===== src/rtl/fadd_arbiter.sv =====
// rtl/fadd_arbiter.sv - round-robin arbiter and sequencer sharing one FloatAdder among NREQ requesters
// One operation in flight at a time; a watchdog aborts hung adds and resets the adder.
module fadd_arbiter #(
    parameter int NREQ    = 4,
    parameter int TIMEOUT = 64
) (
    input  logic                 Clock,
    input  logic                 Reset,
    input  logic [NREQ-1:0]      Req,
    input  logic [32*NREQ-1:0]   ReqOp1,
    input  logic [32*NREQ-1:0]   ReqOp2,
    output logic [NREQ-1:0]      Grant,
    output logic [NREQ-1:0]      Done,
    output logic [31:0]          Result,
    output logic                 Error,
    output logic                 Busy,
    output logic [31:0]          AddOp1,
    output logic [31:0]          AddOp2,
    output logic                 AddInputValid,
    output logic                 AddReset,
    input  logic [31:0]          AddResult,
    input  logic                 AddResultValid
);
    localparam int IW = $clog2(NREQ);
    localparam int CW = $clog2(TIMEOUT + 1);
    localparam logic [CW-1:0] CNT_MAX = CW'(TIMEOUT);

    typedef enum logic {S_IDLE, S_WAIT} state_t;

    state_t          state_q, state_d;
    logic [IW-1:0]   owner_q, owner_d;
    logic [IW-1:0]   last_grant_q, last_grant_d;
    logic [CW-1:0]   wait_cnt_q, wait_cnt_d;
    logic [31:0]     add_op1_q, add_op1_d;
    logic [31:0]     add_op2_q, add_op2_d;
    logic [31:0]     result_q, result_d;
    logic            error_q, error_d;
    logic [NREQ-1:0] grant_q, grant_d;
    logic [NREQ-1:0] done_q, done_d;
    logic            add_valid_q, add_valid_d;
    logic            abort_q, abort_d;

    logic [31:0]     op1_arr [NREQ];
    logic [31:0]     op2_arr [NREQ];
    logic            win_found;
    logic [IW-1:0]   win_idx;
    logic [IW-1:0]   cand;

    for (genvar g = 0; g < NREQ; g++) begin : g_unpack
        assign op1_arr[g] = ReqOp1[32*g +: 32];
        assign op2_arr[g] = ReqOp2[32*g +: 32];
    end

    // Search starts just after the last winner so every pending requester is served in turn.
    always_comb begin
        win_found = 1'b0;
        win_idx   = '0;
        cand      = '0;
        for (int k = 1; k <= NREQ; k++) begin
            cand = IW'((int'(last_grant_q) + k) % NREQ);
            if (!win_found && Req[cand]) begin
                win_found = 1'b1;
                win_idx   = cand;
            end
        end
    end

    always_comb begin
        state_d      = state_q;
        owner_d      = owner_q;
        last_grant_d = last_grant_q;
        wait_cnt_d   = wait_cnt_q;
        add_op1_d    = add_op1_q;
        add_op2_d    = add_op2_q;
        result_d     = result_q;
        error_d      = error_q;
        grant_d      = '0;
        done_d       = '0;
        add_valid_d  = 1'b0;
        abort_d      = 1'b0;
        case (state_q)
            S_IDLE: begin
                if (win_found) begin
                    add_op1_d    = op1_arr[win_idx];
                    add_op2_d    = op2_arr[win_idx];
                    owner_d      = win_idx;
                    last_grant_d = win_idx;
                    grant_d      = NREQ'(1) << win_idx;
                    add_valid_d  = 1'b1;
                    wait_cnt_d   = '0;
                    state_d      = S_WAIT;
                end
            end
            S_WAIT: begin
                if (wait_cnt_q != CNT_MAX) begin
                    wait_cnt_d = wait_cnt_q + 1'b1;
                end
                // The first WAIT cycle is blanked: a valid there may belong to the previous add.
                if (wait_cnt_q != '0 && AddResultValid) begin
                    result_d = AddResult;
                    error_d  = 1'b0;
                    done_d   = NREQ'(1) << owner_q;
                    state_d  = S_IDLE;
                end else if (wait_cnt_q == CNT_MAX) begin
                    result_d = '0;
                    error_d  = 1'b1;
                    done_d   = NREQ'(1) << owner_q;
                    abort_d  = 1'b1;
                    state_d  = S_IDLE;
                end
            end
            default: state_d = S_IDLE;
        endcase
    end

    always_ff @(posedge Clock) begin
        if (Reset) begin
            state_q      <= S_IDLE;
            owner_q      <= '0;
            last_grant_q <= IW'(NREQ - 1);
            wait_cnt_q   <= '0;
            add_op1_q    <= '0;
            add_op2_q    <= '0;
            result_q     <= '0;
            error_q      <= 1'b0;
            grant_q      <= '0;
            done_q       <= '0;
            add_valid_q  <= 1'b0;
            abort_q      <= 1'b0;
        end else begin
            state_q      <= state_d;
            owner_q      <= owner_d;
            last_grant_q <= last_grant_d;
            wait_cnt_q   <= wait_cnt_d;
            add_op1_q    <= add_op1_d;
            add_op2_q    <= add_op2_d;
            result_q     <= result_d;
            error_q      <= error_d;
            grant_q      <= grant_d;
            done_q       <= done_d;
            add_valid_q  <= add_valid_d;
            abort_q      <= abort_d;
        end
    end

    assign Grant         = grant_q;
    assign Done          = done_q;
    assign Result        = result_q;
    assign Error         = error_q;
    assign Busy          = (state_q != S_IDLE);
    assign AddOp1        = add_op1_q;
    assign AddOp2        = add_op2_q;
    assign AddInputValid = add_valid_q;
    assign AddReset      = Reset | abort_q;

endmodule

===== config.mk =====
export PLATFORM = sky130hd
export DESIGN_NAME = fadd_arbiter
export DESIGN_NICKNAME = d
export VERILOG_FILES = /design/src/rtl/fadd_arbiter.sv
export SDC_FILE = /design/constraint.sdc
export NUM_CORES = 1
export LEC_CHECK = 0
export ABC_AREA = 1
export CAP_MARGIN = 10
export CORE_AREA = 2 2 155 157
export DETAILED_ROUTE_END_ITERATION = 10
export DIE_AREA = 0 0 157 159
export PLACE_DENSITY = 0.62
export SYNTH_ARGS = -nofsm -noshare
export SYNTH_HDL_FRONTEND = slang
export SYNTH_SLANG_ARGS = --single-unit

===== constraint.sdc =====
create_clock -name Clock -period 2.65 [get_ports Clock]
set_clock_uncertainty 0.15 [all_clocks]
set_input_delay 0.53 -clock Clock [delete_from_list [all_inputs] [get_ports Clock]]
set_output_delay 0.53 -clock Clock [all_outputs]
set_load 0.01 [all_outputs]

==> flow_summary.toml <==
[run_status]
status = "finished clean"

[floorplan]
placeableCoreArea_sq_mm = 0.02319
die_w_um = 157
placementRows = 56
start_util_pct = 28.97
io_pins = 403
dieArea_sq_mm = 0.02496
fp.dieH_um = 159

[critical_path]
ff2ff_setup_slack_ns = 0.31
path_class = "flip-flop to flip-flop"
endpoint_kind = "flip-flop"
path_max_fanout = 23
cp-startpoint = "last_grant_q[0]"
rr_endpoint = "AddOp2[29]"
crit_end = "AddOp2[29]"
cp.arrival_ns = 2.51
cp.required_ns = 2.81
worstSetupStartpointType = "flip-flop"
worstRegToRegCells = 13
r2r_start = "last_grant_q[0]"

[timing]
min_period_over_period_pct = 88.32
rsz0062_at_grt = "no"
fin_crit_ns = 2.340
final_hold_viol_count = 0
worst_pin_slew_ns = 0.4753
slew_headroom_pct = 68.02
finalSetupViolations = 0
timing.fmax_mhz = 427.3
finalMaxSlewViolations = 0

[synth]
synth_compound_area_share_pct = 4.768
synthCells = 1074
syn_area_per_cell_sq_um = 6.255
synth-xor-area-share_pct = 0.3911
seq_area_frac_synth_pct = 35.46
synth.area.top_cells = "dfxtp_1 (35%), nand3_1 (25%), nand2_1 (18%), inv_1 (4.7%), buf_2 (3.7%)"
synth-simple-area-share_pct = 47.72
yosys.area.top_type = "dfxtp_1"
synth.area.mux_share_pct = 0
synth_top_area_share_pct = 35.46
synth_area_sq_mm = 0.006718
synth_fp_nets = 1371
synth.distinct_cells = 31
synth-edff-count = 0
synth_top_family_by_area = "simple AND/OR/NAND/NOR gates"
yosys_warnings = 0
ys_seq_elements = 119
async_reset_ff_share_pct = 0
synth_fa_ha_area_share_pct = 0.3725
synthFlopType = "dfxtp_1"

[pwr]
ir_worst_vdd_v = 0.0005489
leakage_nw = 5.245
power_mw = 14.17
powerDensity_mw_per_mm2 = 1192

[final_layout]
area_growth_pct = 76.92
layout-drive-gt1-share_pct = 6.364
layout_common_cells = "clkdlybuf4s50_1 (401), nand3_1 (338), nand2_1 (313), dfxtp_1 (119), inv_1 (85)"
fin_util_pct = 51.25
final_area_sq_mm = 0.01189
fin_nets = 1761
nFillCells = 2279
final_common_cell = "clkdlybuf4s50_1"

[clock_network]
cts-root-buf = "clkbuf_16"
cts.sinks = 119
clock_latency_ns = 0.42
path_clk_slew_ns = 0.06
post_cts_buffers = 0
cts_hold_buffers = 0
cts_buffers = 17
cts.repair.resized = 0
clockBufferDepth = 2
tritoncts = "yes"
h-tree-depth = 4

[routing]
drc = 0
vias = 8692
firstDrtPassIters = 5
wl_um = 30940
antenna_left = 0
drtIter0Drc = 606
wl_per_cell_um = 17.18
viasPerCell = 4.826

[placement]
gp_congestion = 0.8947
hpwl_um = 23520
port_buffers = 402
placed_area_sq_mm = 0.01131

[hold_path]
hold_class = "input pin to flip-flop"

[global_route]
grt_usage_pct = 24.44
grt_overflow = 0
grt_max_degree = 53
grt_pass1_vias = 8450
grt_pass1_wl_um = 47290
antenna_found_initial = 8

[flow_run]
maxCapViolations = 0
-- kinds of logic after synthesis --
logic type / Yosys count
xor gates and xnor gates: 3
buffers and inverters: 171
adders and majority gates: 2
AOI/OAI and AO/OA: 50
DFF: 119
and+or+nand+nor: 729
-- metal layers --
metal	vias up	part of all wire (%)	GRT usage, %	routed length [um]
li1	4294	-	-	-
met1	3937	39	27.75	12060
met2	397	49	41.81	15010
met3	58	9.4	7.812	2919
met4	6	2.9	10.51	901
met5	-	0.13	0	40
-- state kept, by name, summed over array words and instances, names as in the netlist --
name	flops
Error	1
last_grant_q	2
Busy	1
abort_q	1
owner_q	2
Grant	4
AddInputValid	1
AddOp2	32
Result	32
wait_cnt_q	7
AddOp1	32
Done	4
-- power breakdown --
part	switching (mW)	internal, mW
Sequential	0.274	2.27
Combinational	5.41	3.94
Clock	0.952	1.32
-- how the worst min path moves through the flow --
stage	slack [ns]	startpoint	endpoint	depth (start not counted)
floorplan	0.26	owner_q[1]	Done[0]	1
global placement	0.28	owner_q[1]	Done[0]	1
detailed placement	0.29	owner_q[1]	Done[0]	1
CTS	0.26	Reset	owner_q[0]	2
global route	0.29	Reset	owner_q[0]	2
finish	0.27	Reset	owner_q[0]	2
-- cells in the mapped netlist, types with 2 or more instances --
cell type	number
nand3_1	338
nand2_1	314
dfxtp_1	119
inv_1	85
nor2_1	64
buf_2	49
a22oi_1	24
clkbuf_1	15
a21oi_1	11
buf_4	10
o21ai_0	10
inv_2	5
clkinv_1	3
nand2_2	3
nor4_1	3
buf_6	2
ha_1	2
nand3_2	2
nand3b_1	2
xor2_1	2
-- cell type report --
type	instances	area (sq um)	share of cell area, %
Timing Repair Buffer	448	4564	38.40
Multi-Input combinational cell	784	3607	30.35
Clock buffer	18	439.2	3.695
Inverter	94	355.3	2.990
Antenna cell	5	12.51	0.1053
Sequential cell	119	2382	20.04
Tap cell	319	399.1	3.358
Clock inverter	14	125.1	1.053
-- worst max-delay path, stage by stage, from the launching register on --
cell     delay, ns
dfxtp_1       0.54
inv_4         0.11
nand2_1       0.12
nand2_1       0.06
nand2_1       0.07
nand2_1       0.09
nor2_4        0.15
nand3_4       0.14
buf_12        0.20
buf_4         0.23
nand3_1       0.11
nand3_1       0.09
nand3_1       0.09
nand2_1       0.05
-- stage by stage --
step	hold slack, ns	setup WS (ns)	std cells	TNS, ns
3_5_place_dp	0.2858	-0.02736	1764	-0.05751
3_3_place_gp	0.2811	0.01641	1764	0
6_report	0.2703	0.3096	1801	0
5_1_grt	0.2863	0.03915	1801	0
4_1_cts	0.2580	0.3219	1796	0
2_1_floorplan	0.2632	0.7336	1074	0
(Power assumes the default switching activity.)
